File: src/rtl/spi_led_ctrl_pkg.sv
// spi_led_ctrl_pkg: frame layout, command codes and sizing shared by the LED controller.
package spi_led_ctrl_pkg;
    localparam int CMD_BITS     = 8;
    localparam int ADDR_BITS    = 8;
    localparam int PAYLOAD_BITS = 8;
    localparam int FRAME_WIDTH  = CMD_BITS + ADDR_BITS + PAYLOAD_BITS;
    localparam int NUM_LEDS     = 8;
    localparam int PWM_BITS     = PAYLOAD_BITS - 1;
    localparam int LED_AW       = $clog2(NUM_LEDS);
    localparam logic [CMD_BITS-1:0]     CMD_NOP      = 8'h00;
    localparam logic [CMD_BITS-1:0]     CMD_LED_SET  = 8'h01;
    localparam logic [ADDR_BITS-1:0]    ADDR_NONE    = 8'hFF;
    localparam logic [PAYLOAD_BITS-1:0] PAYLOAD_NONE = 8'h00;
    typedef struct packed {
        logic [CMD_BITS-1:0]     cmd;
        logic [ADDR_BITS-1:0]    addr;
        logic [PAYLOAD_BITS-1:0] payload;
    } frame_t;
endpackage

File: src/rtl/spi_led_ctrl_if.sv
// spi_led_ctrl_if: SPI pins plus the eight LED outputs of the controller.
interface spi_led_ctrl_if;
    logic sclk;
    logic cs;
    logic mosi;
    logic miso;
    logic led1, led2, led3, led4, led5, led6, led7, led8;
    modport master(output sclk, cs, mosi, input miso, led1, led2, led3, led4, led5, led6, led7, led8);
    modport slave(input sclk, cs, mosi, output miso, led1, led2, led3, led4, led5, led6, led7, led8);
endinterface

File: src/rtl/spi_slave_rx.sv
// spi_slave_rx: mode-0 SPI slave oversampled on sysclk; captures 24-bit frames and echoes the last one on miso.
module spi_slave_rx
    import spi_led_ctrl_pkg::*;
(
    input  logic   sysclk,
    input  logic   rst,
    input  logic   sclk,
    input  logic   cs,
    input  logic   mosi,
    output logic   miso,
    output frame_t frame,
    output logic   rx_dv
);
    logic [2:0] sclk_sr, cs_sr;
    logic [1:0] mosi_sr;
    logic [FRAME_WIDTH-1:0] shift, echo;
    logic [4:0] cnt;
    logic active;
    logic sclk_rise, sclk_fall, cs_fall, cs_rise;
    assign sclk_rise = sclk_sr[1] & ~sclk_sr[2];
    assign sclk_fall = ~sclk_sr[1] & sclk_sr[2];
    assign cs_fall   = ~cs_sr[1] & cs_sr[2];
    assign cs_rise   = cs_sr[1] & ~cs_sr[2];
    assign miso      = active & echo[FRAME_WIDTH-1];
    // active is only set by a seen cs fall, so a frame cut by reset cannot complete
    always_ff @(posedge sysclk or posedge rst) begin
        if (rst) begin
            sclk_sr <= '0;
            cs_sr   <= '0;
            mosi_sr <= '0;
            shift   <= '0;
            echo    <= '0;
            cnt     <= '0;
            active  <= 1'b0;
            frame   <= '0;
            rx_dv   <= 1'b0;
        end else begin
            sclk_sr <= {sclk_sr[1:0], sclk};
            cs_sr   <= {cs_sr[1:0], cs};
            mosi_sr <= {mosi_sr[0], mosi};
            rx_dv   <= 1'b0;
            if (cs_fall) begin
                cnt    <= '0;
                shift  <= '0;
                echo   <= frame;
                active <= 1'b1;
            end else if (cs_rise) begin
                active <= 1'b0;
                if (active && cnt == 5'(FRAME_WIDTH)) begin
                    frame <= shift;
                    rx_dv <= 1'b1;
                end
            end else if (active) begin
                if (sclk_rise) begin
                    shift <= {shift[FRAME_WIDTH-2:0], mosi_sr[1]};
                    cnt   <= &cnt ? cnt : cnt + 5'd1;
                end
                if (sclk_fall) echo <= {echo[FRAME_WIDTH-2:0], 1'b0};
            end
        end
    end
endmodule

File: src/rtl/spi_led_ctrl.sv
// spi_led_ctrl: SPI-programmed brightness registers driving eight PWM LEDs.
module spi_led_ctrl
    import spi_led_ctrl_pkg::*;
(
    input  logic           sysclk,
    input  logic           rst,
    spi_led_ctrl_if.slave  bus
);
    frame_t frame;
    logic rx_dv;
    logic [PWM_BITS-1:0] bright [NUM_LEDS];
    logic [PWM_BITS-1:0] pwm_cnt;
    logic [NUM_LEDS-1:0] led;
    spi_slave_rx u_rx (
        .sysclk(sysclk),
        .rst(rst),
        .sclk(bus.sclk),
        .cs(bus.cs),
        .mosi(bus.mosi),
        .miso(bus.miso),
        .frame(frame),
        .rx_dv(rx_dv)
    );
    always_ff @(posedge sysclk or posedge rst) begin
        if (rst) begin
            pwm_cnt <= '0;
            led     <= '0;
            for (int i = 0; i < NUM_LEDS; i++) bright[i] <= '0;
        end else begin
            pwm_cnt <= pwm_cnt + 1'b1;
            for (int i = 0; i < NUM_LEDS; i++) led[i] <= pwm_cnt < bright[i];
            if (rx_dv && frame.cmd == CMD_LED_SET && frame.addr < 8'(NUM_LEDS))
                bright[frame.addr[LED_AW-1:0]] <= PWM_BITS'(frame.payload >> 1);
        end
    end
    assign bus.led1 = led[0];
    assign bus.led2 = led[1];
    assign bus.led3 = led[2];
    assign bus.led4 = led[3];
    assign bus.led5 = led[4];
    assign bus.led6 = led[5];
    assign bus.led7 = led[6];
    assign bus.led8 = led[7];
endmodule

File: src/flat_wrapper.sv
// flat-port wrapper written by rule: the top's interface ports become plain ports
module spi_led_ctrl_flat import spi_led_ctrl_pkg::*;
  (sysclk, rst, bus_sclk, bus_cs, bus_mosi, bus_miso, bus_led1, bus_led2, bus_led3, bus_led4, bus_led5, bus_led6, bus_led7, bus_led8);
  spi_led_ctrl_if bus_i ();
  input  logic sysclk;
  input  logic rst;
  input wire logic [$bits(bus_i.sclk)-1:0] bus_sclk;
  input wire logic [$bits(bus_i.cs)-1:0] bus_cs;
  input wire logic [$bits(bus_i.mosi)-1:0] bus_mosi;
  output wire logic [$bits(bus_i.miso)-1:0] bus_miso;
  output wire logic [$bits(bus_i.led1)-1:0] bus_led1;
  output wire logic [$bits(bus_i.led2)-1:0] bus_led2;
  output wire logic [$bits(bus_i.led3)-1:0] bus_led3;
  output wire logic [$bits(bus_i.led4)-1:0] bus_led4;
  output wire logic [$bits(bus_i.led5)-1:0] bus_led5;
  output wire logic [$bits(bus_i.led6)-1:0] bus_led6;
  output wire logic [$bits(bus_i.led7)-1:0] bus_led7;
  output wire logic [$bits(bus_i.led8)-1:0] bus_led8;
  assign bus_i.sclk = bus_sclk;
  assign bus_i.cs = bus_cs;
  assign bus_i.mosi = bus_mosi;
  assign bus_miso = bus_i.miso;
  assign bus_led1 = bus_i.led1;
  assign bus_led2 = bus_i.led2;
  assign bus_led3 = bus_i.led3;
  assign bus_led4 = bus_i.led4;
  assign bus_led5 = bus_i.led5;
  assign bus_led6 = bus_i.led6;
  assign bus_led7 = bus_i.led7;
  assign bus_led8 = bus_i.led8;
  spi_led_ctrl u_core (.sysclk(sysclk), .rst(rst), .bus(bus_i));
endmodule
File: config.mk
export PLATFORM = sky130hd
export DESIGN_NAME = spi_led_ctrl_flat
export DESIGN_NICKNAME = d
export VERILOG_FILES = /design/src/rtl/spi_led_ctrl_pkg.sv /design/src/rtl/spi_led_ctrl_if.sv /design/src/rtl/spi_slave_rx.sv /design/src/rtl/spi_led_ctrl.sv /design/src/flat_wrapper.sv
export SDC_FILE = /design/constraint.sdc
export NUM_CORES = 1
export LEC_CHECK = 0
export CAP_MARGIN = 5
export CORE_ASPECT_RATIO = 1.1
export CORE_MARGIN = 10
export CORE_UTILIZATION = 45
export DETAILED_ROUTE_END_ITERATION = 10
export PLACE_DENSITY = 0.7
export SYNTH_ARGS = -nofsm -noshare
export SYNTH_HDL_FRONTEND = slang
export SYNTH_HIERARCHICAL = 1
export SYNTH_SLANG_ARGS = --single-unit
export TNS_END_PERCENT = 50
File: constraint.sdc
create_clock -name sysclk -period 4.9 [get_ports sysclk]
set_clock_uncertainty 0.1 [all_clocks]
set_input_delay 0.98 -clock sysclk [delete_from_list [all_inputs] [get_ports sysclk]]
set_output_delay 0.98 -clock sysclk [all_outputs]
set_load 0.005 [all_outputs]
* Word level (Yosys, flattened, before mapping)
Cells that the tools add are included.
** Operators by class
- Mux-type cells :: 21
- Reductions and logical operators :: 13
- Magnitude comparators :: 11
- Bitwise logic cells :: 11
- Eq/ne operators :: 4
- $add $sub $neg :: 2
** Operators by type and width (number)
- two-way mux 24 bit :: 8
- bitwise mux 56 bit :: 1
- < comparator 7 bit :: 8
- two-way mux 5 bit :: 5
- demux 7 bit (select 3 bit) :: 1
- AND reduction 3 bit :: 3
- equality test 8 x 1 -> 1 bit, second input constant :: 1
- < comparator 8 x 4 -> 1 bit, second input constant :: 1
- nonzero test 2 bit :: 4
- adder 7 x 1 -> 7 bit, second input constant :: 1
- two-way mux 7 bit :: 1
- adder 5 x 1 -> 5 bit, second input constant :: 1
- bitwise AND 1 bit :: 5
- equality test 5 bit, second input constant :: 1
- two-way mux 1 bit :: 5
- inverter 1 bit :: 5
- AND reduction 5 bit :: 1
- >= comparator 4 bit, second input constant :: 1
- logical AND 1 bit :: 4
- < comparator 4 x 1 -> 1 bit, second input constant :: 1
- != test 2 bit, second input constant :: 2
- inverter 3 -> 4 bit :: 1
- AND reduction 4 bit :: 1
** Storage, ports and cells
- Word-level logic and storage cells :: 83
- Register bits :: 158
- Output and inout bits :: 9

* Logic depth before layout (Yosys ltp)
- Word-level depth :: 6
- Gate-level depth with buffers :: 7

* Modules after synthesis
The synthesis kept the hierarchy.
** By module, submodules not included
- spi_led_ctrl :: seq. area each 1776.7 um2, cells an instance 320, area an instance 3911.3 um2, times used 1
- spi_slave_rx :: seq. area each 2177.1 um2, cells an instance 240, area an instance 3583.4 um2, times used 1

* Least setup slack after synthesis
OpenSTA, ideal clock, no wires.
- Path kind :: reg2reg
- Start :: register, netlist name u_core/u_rx/frame[19]
- End :: register u_core/bright[35] in the netlist's numbering
- Period minus slack after synthesis :: 1.900 ns
- Slack :: 3.000 ns
- Cell stages (with the launch flop) :: 5
- Arrival :: 1.675 ns
- Setup time :: 0.125 ns
- Path buffers :: 0
- Path through :: dfrtp_1 nor4_2 nand4_1 nor2_2 mux2_2
** On the way
- Longest elaborated chain between the ends :: 3
** RTL lines
- equality test 8 x 1 -> 1 bit :: RTL line spi_led_ctrl.sv:32 : if (rx_dv && frame.cmd == CMD_LED_SET && frame.addr < 8'(NUM_LEDS))
- logical AND 1 bit (2 in a row) :: RTL line spi_led_ctrl.sv:32
- end signal, assigned by index :: RTL line spi_led_ctrl.sv:33 : bright[frame.addr[LED_AW-1:0]] <= PWM_BITS'(frame.payload >> 1);
- end, declared :: RTL line spi_led_ctrl.sv:11 : logic [PWM_BITS-1:0] bright [NUM_LEDS];
No other way between the ends.
A chain may end at the register's enable or synchronous reset.

* Worst setup path in the final report
- Start :: register u_core.u_rx.cs_sr[1]
- End :: register, netlist name u_core/u_rx/frame[3]
** On the way
- Longest elaborated chain between the ends :: 4
- Elaborated cells between the ends (all ways) :: 5
- Classes of those cells :: bitwise (4); reduce/logical (1)
** RTL lines
- start, declared :: RTL line spi_slave_rx.sv:14 : logic [2:0] sclk_sr, cs_sr;
- start signal, assigned :: RTL line spi_slave_rx.sv:39 : cs_sr <= {cs_sr[1:0], cs};
- inverter 1 bit :: RTL line spi_slave_rx.sv:22 : assign cs_fall = ~cs_sr[1] & cs_sr[2];
- bitwise AND 1 bit :: RTL line spi_slave_rx.sv:22
- named net u_core.u_rx.cs_fall :: RTL line spi_slave_rx.sv:19 : logic sclk_rise, sclk_fall, cs_fall, cs_rise;
- inverter 1 bit (no source line)
- AND reduction 3 bit (no source line)
The timed path passes the listed nets, and every way through them passes these cells.

==> flow_summary.toml <==
[global_routing]
grtUsageTotal_pct = 13.7
grt_max_degree = 69
grt_pass1_wl_mm = 24.1
grt_pass1_vias = 4665
grt_overflow = 0
grt_antenna_before_repair = 0

[yosys]
synthSimpleGateAreaFrac_pct = 6.53
synthAdderAreaFrac_pct = 9.18
synth_top_family_by_area = "multiplexers"
synth-compound-area-share_pct = 7.56
synth_cell_types = 43
synth_xor_area_share_pct = 0.584
syn_nets = 620
ys_seq_area_share_pct = 52.8
syn_avg_cell_area_um2 = 13.4
ys_ff_latch = 158
muxShareOfSynthArea_pct = 19.4
synthCells = 560
syn_area_um2 = 7490
yosys_warnings = 6

[sta]
slew_headroom_pct = 18.7
rsz0062_at_grt = "no"
setup_slack_ps = 1850
hold_violations = 0
fmax_mhz = 328
setup_violations = 0
slew_viol_final = 0
tns_ps = 0
period_share_pct = 62.2
period_needed_ps = 3050
worst_pin_slew_ps = 1220
holdWs_ps = 249

[status]
outcome = "complete, no violations"

[hold_path]
holdPathStages = 0
min_from = "u_core/u_rx/sclk_sr[0]"
hold_path_class = "flip-flop to flip-flop"
whs_endpoint = "u_core/u_rx/sclk_sr[1]"

[routing]
wirelength_mm = 14.2
initialDrtViolationCount = 222
drc = 0
firstDrtPassIters = 4
wl_per_cell_um = 17.8
ant_nets = 0
num_vias = 4380
viasPerCell = 5.50

[layout]
final_common_cell = "dfrtp_1"
nets = 640
area_growth_pct = 11.9
final_cell_mix = "158 x dfrtp_1, 118 x mux2_2, 55 x ha_1, 54 x inv_1, 24 x a22o_1"
drive_above_1_share_pct = 29.4
n_antenna_cell = 0
final_area_um2 = 8390

[floorplanning]
io_pins = 14
std_cell_rows = 49
start_util_pct = 45.8
core-area_um2 = 16400
die_w_um = 143
die_h_um = 155
die-area_um2 = 22200

[pwr]
leakagePower_nw = 4.06
power.density_nw_per_um2 = 312
finalPower_mw = 2.61
peakVddDrop_uv = 269

[placed_design]
place_hpwl_mm = 9.36
detailedPlace.worstSlack_ps = 1810
numPortBuffers = 13
place_area_um2 = 7810
place.gp.congestion = 0.826

[cts]
cts_sinks = 158
holdBufCountCts = 0
cts_buffer_depth = 2
clk_pin_slew_ps = 60
clkLatencyLatePin_ps = 420
cts_tree = "built"
cts.htree.levels = 4
cts_buffers = 17
cts_root_buf = "clkbuf_16"
ctsResizeCount = 0
post-cts-setup-buffers = 0

[worst_setup_path]
cp.arrival_ps = 3240
critPathLaunchType = "flip-flop"
r2r-start = "u_core/u_rx/cs_sr[1]"
path_max_fanout = 30
critPathKind = "flip-flop to flip-flop"
ff2ff_path_depth = 5
crit_path_end_kind = "flip-flop"
cp.required_ps = 5090
rr_endpoint = "u_core/u_rx/frame[3]"
reg2reg_slack_ps = 1850

[flow_run]
cap_viol_max_count = 0
-- layer usage --
layer  part of all wire, %  vias up  routed length [um]  GRT usage [%]
met1                    43     2267                6050           16.5
met3                   3.7        8                 531           3.32
met4                  0.73        0                 104           4.62
li1                      -     2052                   -              -
met5                     0        -                   0              0
met2                    53       53                7480           23.4
-- per-stage QoR --
stage / std cells / util [%]
after floorplan: 560 / -
after global placement: 764 / 47.7
after detailed placement: 764 / 47.7
after CTS: 795 / 51.1
after global routing: 796 / 51.2
final: 796 / 51.2
-- worst max-delay path: stages, from the launching register on --
cell,delay [ps]
dfrtp_1,390
inv_1,60
ha_1,610
nand4b_1,410
nor3_4,920
mux2_2,430
-- how the worst max path moves through the flow --
stage,cells past startpoint,start,endpoint,slack (ps)
after floorplan,1,rst,u_core/u_rx/active,1570
after global placement,5,u_core/u_rx/cs_sr[1],u_core/u_rx/frame[1],1890
after detailed placement,5,u_core/u_rx/cs_sr[1],u_core/u_rx/frame[6],1810
after CTS,5,u_core/u_rx/cs_sr[1],u_core/u_rx/frame[6],1790
after global routing,5,u_core/u_rx/cs_sr[1],u_core/u_rx/frame[6],1620
final,5,u_core/u_rx/cs_sr[1],u_core/u_rx/frame[3],1850
-- synth_stat cells --
master / number / area (um^2)
ha_1: 55 / 688
nor3_4: 2 / 32.5
nor4_2: 1 / 12.5
nand4b_1: 3 / 26.3
or4_1: 1 / 7.51
o21bai_1: 1 / 7.51
nor4_4: 1 / 21.3
buf_2: 7 / 35.0
nand4_1: 17 / 106
xnor2_1: 3 / 26.3
mux2i_1: 1 / 10.0
nor2_2: 7 / 43.8
buf_6: 3 / 33.8
nand3b_1: 2 / 15.0
nor2_1: 1 / 3.75
nor3b_1: 1 / 7.51
mux2_2: 118 / 1330
a32o_1: 1 / 10.0
and2_1: 1 / 6.26
mux2_4: 7 / 105
a21o_1: 19 / 143
dfrtp_1: 158 / 3950
nor4b_2: 1 / 15.0
and3_1: 4 / 25.0
nand2_1: 6 / 22.5
xor2_1: 2 / 17.5
and3b_1: 2 / 17.5
inv_1: 56 / 210
o211ai_1: 1 / 7.51
nand3_1: 4 / 20.0
nand2b_1: 10 / 62.6
a22o_1: 24 / 210
clkbuf_1: 5 / 18.8
nand4_2: 1 / 12.5
a21oi_1: 16 / 80.1
o2bb2ai_1: 1 / 8.76
or3_1: 1 / 6.26
and4bb_2: 1 / 12.5
o21ai_0: 4 / 20.0
nor2b_1: 1 / 6.26
or2_2: 1 / 6.26
o211a_1: 8 / 80.1
mux2_1: 1 / 11.3
-- layout make-up --
class                   instances  area [um^2]
multi-input cells             331         3240
clock inverters                10         91.3
well taps                     204          255
flip-flops and latches        158         3950
clock buffers                  21          460
repair buffers                 16          173
fillers                      1368         7980
inverters                      56          211
-- power by group --
part	switching (mW)	internal (mW)
Sequential	0.00554	1.31
Clock	0.509	0.720
Combinational	0.0483	0.0206
-- state kept, by name (all words and copies together), names as in the netlist --
signal,cells
u_core/u_rx/sclk_sr,3
u_core/u_rx/rx_dv,1
u_core/u_rx/frame,24
u_core/u_rx/cs_sr,3
u_core/u_rx/cnt,5
u_core/u_rx/mosi_sr,2
u_core/u_rx/echo,24
u_core/bright,56
u_core/u_rx/shift,24
u_core/u_rx/active,1
u_core/led,8
u_core/pwm_cnt,7
-- logic make-up (layout without fill, tap and decap cells) --
group,after synthesis,in the layout
AOI/OAI and AO/OA,75,75
xor gates and xnor gates,5,5
adders and majority gates,55,55
buffers and inverters,71,103
DFF,158,158
muxes,127,127
and+or+nand+nor,69,69
Note: power is estimated with default switching activity, not from simulation.
==> RTL change: new RTL, same flow settings <==
The package constant `PAYLOAD_BITS` goes from 8 to 6.
--- a/src/rtl/spi_led_ctrl_pkg.sv
+++ b/src/rtl/spi_led_ctrl_pkg.sv
@@ -2,7 +2,7 @@
 package spi_led_ctrl_pkg;
     localparam int CMD_BITS     = 8;
     localparam int ADDR_BITS    = 8;
-    localparam int PAYLOAD_BITS = 8;
+    localparam int PAYLOAD_BITS = 6;
     localparam int FRAME_WIDTH  = CMD_BITS + ADDR_BITS + PAYLOAD_BITS;
     localparam int NUM_LEDS     = 8;
     localparam int PWM_BITS     = PAYLOAD_BITS - 1;
Function: no difference found for any inputs over 10 cycles, from zero or initial values and one cycle with rst high; that may be too few to reach the edited logic, so the function may still have changed.
==> RTL change against the unedited design <==
Register-to-register slack improved by 780 ps. Routed wire length is 20% lower. Total power fell by 5.0%. Highest routed layer unchanged. Setup slack better by 470 ps. Final area shrank 15%. Synthesized area decreased by 16%. Global-route usage is 0.45 points lower. Combinational power down 10%. Largest power group is now clock. Sequential cell count is 24 lower.
==> RTL change: results (changes against the unedited design) <==
- Final #Nets: 521 (was 640)
- Vias in the first global route: 3870 (was 4665)
- Met1 global-route usage: 15.6% (was 16.5%)
- P_leak: 3.44 nW (was 4.06 nW)
- Adder-Cell Fraction of Synth Area: 7.80% (was 9.18%)
- Worst-margin pin slew: 1090 ps (was 1220 ps)
- # fillers: 1183 (was 1368)
- M1 WL: 5.12 mm (was 6.05 mm)
- DR vias: 3466 (was 4380)
- Postcts setup bufs: 0 (unchanged)
- Met3 WL post-DR: 332 µm (was 531 µm)
- Starting DRT DRC Count: 149 (was 222)
- Top cells by count, synth: dfrtp_1, mux2_2, inv_1, ha_1, mux2_4 (was dfrtp_1, mux2_2, inv_1, ha_1, a22o_1)
- TritonRoute pass-1 iters: 4 (unchanged)
- H-tree depth: 4 (unchanged)
- Root Buffer: clkbuf_16 (unchanged)
- # port buffers: 13 (unchanged)
- Crit-path max FO: 6 (was 30)
- Grt met3 use: 3.88% (was 3.32%)
- DR WL met2: 5.79 mm (was 7.48 mm)
- First-pass GRT wire length: 20.1 mm (was 24.1 mm)
- WL final: 11.4 mm (was 14.2 mm)
- Count of cell types in the netlist: 48 (was 43)
- Clk slew on worst S/H paths: 50 ps
- CTS resizes: 0 (unchanged)
- Asr flop ratio synth: 100% (unchanged)
- Max reg flops: 40 (was 56)
- Synth Area in Compound Gates: 7.16% (was 7.56%)
- Grt met2 use: 22.5% (was 23.4%)
- WP data arrival: 1500 ps (was 3240 ps)
- DP HPWL: 7.31 mm (was 9.36 mm)
- Clk_lat worst skew: 420 ps (about the same)
- Post-Place Cells: 646 (was 764)
- Most flops, register: u_core/bright (unchanged)
- WL per Instance: 16.8 µm (was 17.8 µm)
- Top Layer Used: met4 (unchanged)
- Mux cell area share after synthesis: 20.5% (was 19.4%)
- Antenna fix cells: 0 (unchanged)
- Register area share after synthesis: 53.6% (was 52.8%)
- Placer Congestion: 0.743 (was 0.826)
- Cells after Synth: 455 (was 560)
- Share of layout cells above drive strength 1: 31.0% (was 29.4%)
- Largest net degree at the start of global routing: 57 (was 69)
- Outcome: complete, no violations (unchanged)
- Pre-CTS setup slack: 2290 ps (was 1810 ps)
- Clk buf depth: 2 (unchanged)
- DP Area: 6530 µm² (was 7810 µm²)
- GRT Overall Usage: 13.3% (was 13.7%)
- Top area cells in the synthesized netlist: dfrtp_1, mux2_2, ha_1 (unchanged)
- Syn_nets: 499 (was 620)
- Cts bufs inserted: 17 (unchanged)
- Worst vdd ir: 0.252 mV (was 0.269 mV)
- Ys Warns: 6 (unchanged)
- Synth Area in XOR/XNOR: 0.420% (was 0.584%)
- Hold Path Class: reg -> reg (unchanged)
- Primary FF master, synth: dfrtp_1 (unchanged)
- Multi-input logic area: 2630 µm² (was 3240 µm²)
- Hold buffer count at CTS: 0 (unchanged)
RTL change: changes by cell type in the layout (fill, tap and decap cells not counted), moves of 6 or more:
cell,change
ha_1,-16
inv_1,-16
nand4_1,-15
a21o_1,-11
nor2_2,-7
mux2_4,+17
dfrtp_1,-24
o21a_1,+8
mux2_2,-39
o211a_1,-8
nor2_1,+6
RTL change: cell type report:
cell class	instances	area share, %
flip-flops and latches	134	46.9
multi-input cells	266	36.7
clock buffers	17	5.95
well taps	188	3.29
clock inverters	15	2.61
repair buffers	18	2.35
inverters	40	2.12
RTL change: kinds of logic (layout without fill, tap and decap cells):
logic type / Yosys count / in the layout
AO/OA/AOI/OAI: 62 / 62
adder cells (fa/ha/maj): 39 / 39
buffers and inverters: 55 / 90
AND/OR/NAND/NOR: 56 / 56
XOR/XNOR: 3 / 3
multiplexers: 106 / 106
flip-flops: 134 / 134
RTL change: worst max-delay path, stage by stage, from the launching register on:
cell and delay [ps]:
dfrtp_1 420, and2_2 170, clkdlybuf4s50_1 500
RTL change: final timing paths:
kind	slack, ps	cells past startpoint	endpoint	start
max	2320	2	bus_miso	u_core/u_rx/active
min	260	0	u_core/u_rx/mosi_sr[1]	u_core/u_rx/mosi_sr[0]
max reg2reg	2630	5	u_core/u_rx/echo[21]	u_core/u_rx/cs_sr[2]
min reg2reg	260	0	u_core/u_rx/mosi_sr[1]	u_core/u_rx/mosi_sr[0]
max in group asynchronous	2800	3	u_core/u_rx/frame[12]	rst
min in group asynchronous	1010	2	u_core/u_rx/shift[7]	rst
RTL change: power by group:
part / internal (mW) / leakage, nW / switching (mW)
registers: 1.11 / 1.84 / 0.00525
clock network: 0.843 / 0.298 / 0.461
logic: 0.0181 / 1.30 / 0.0436
total: 1.98 / 3.44 / 0.510
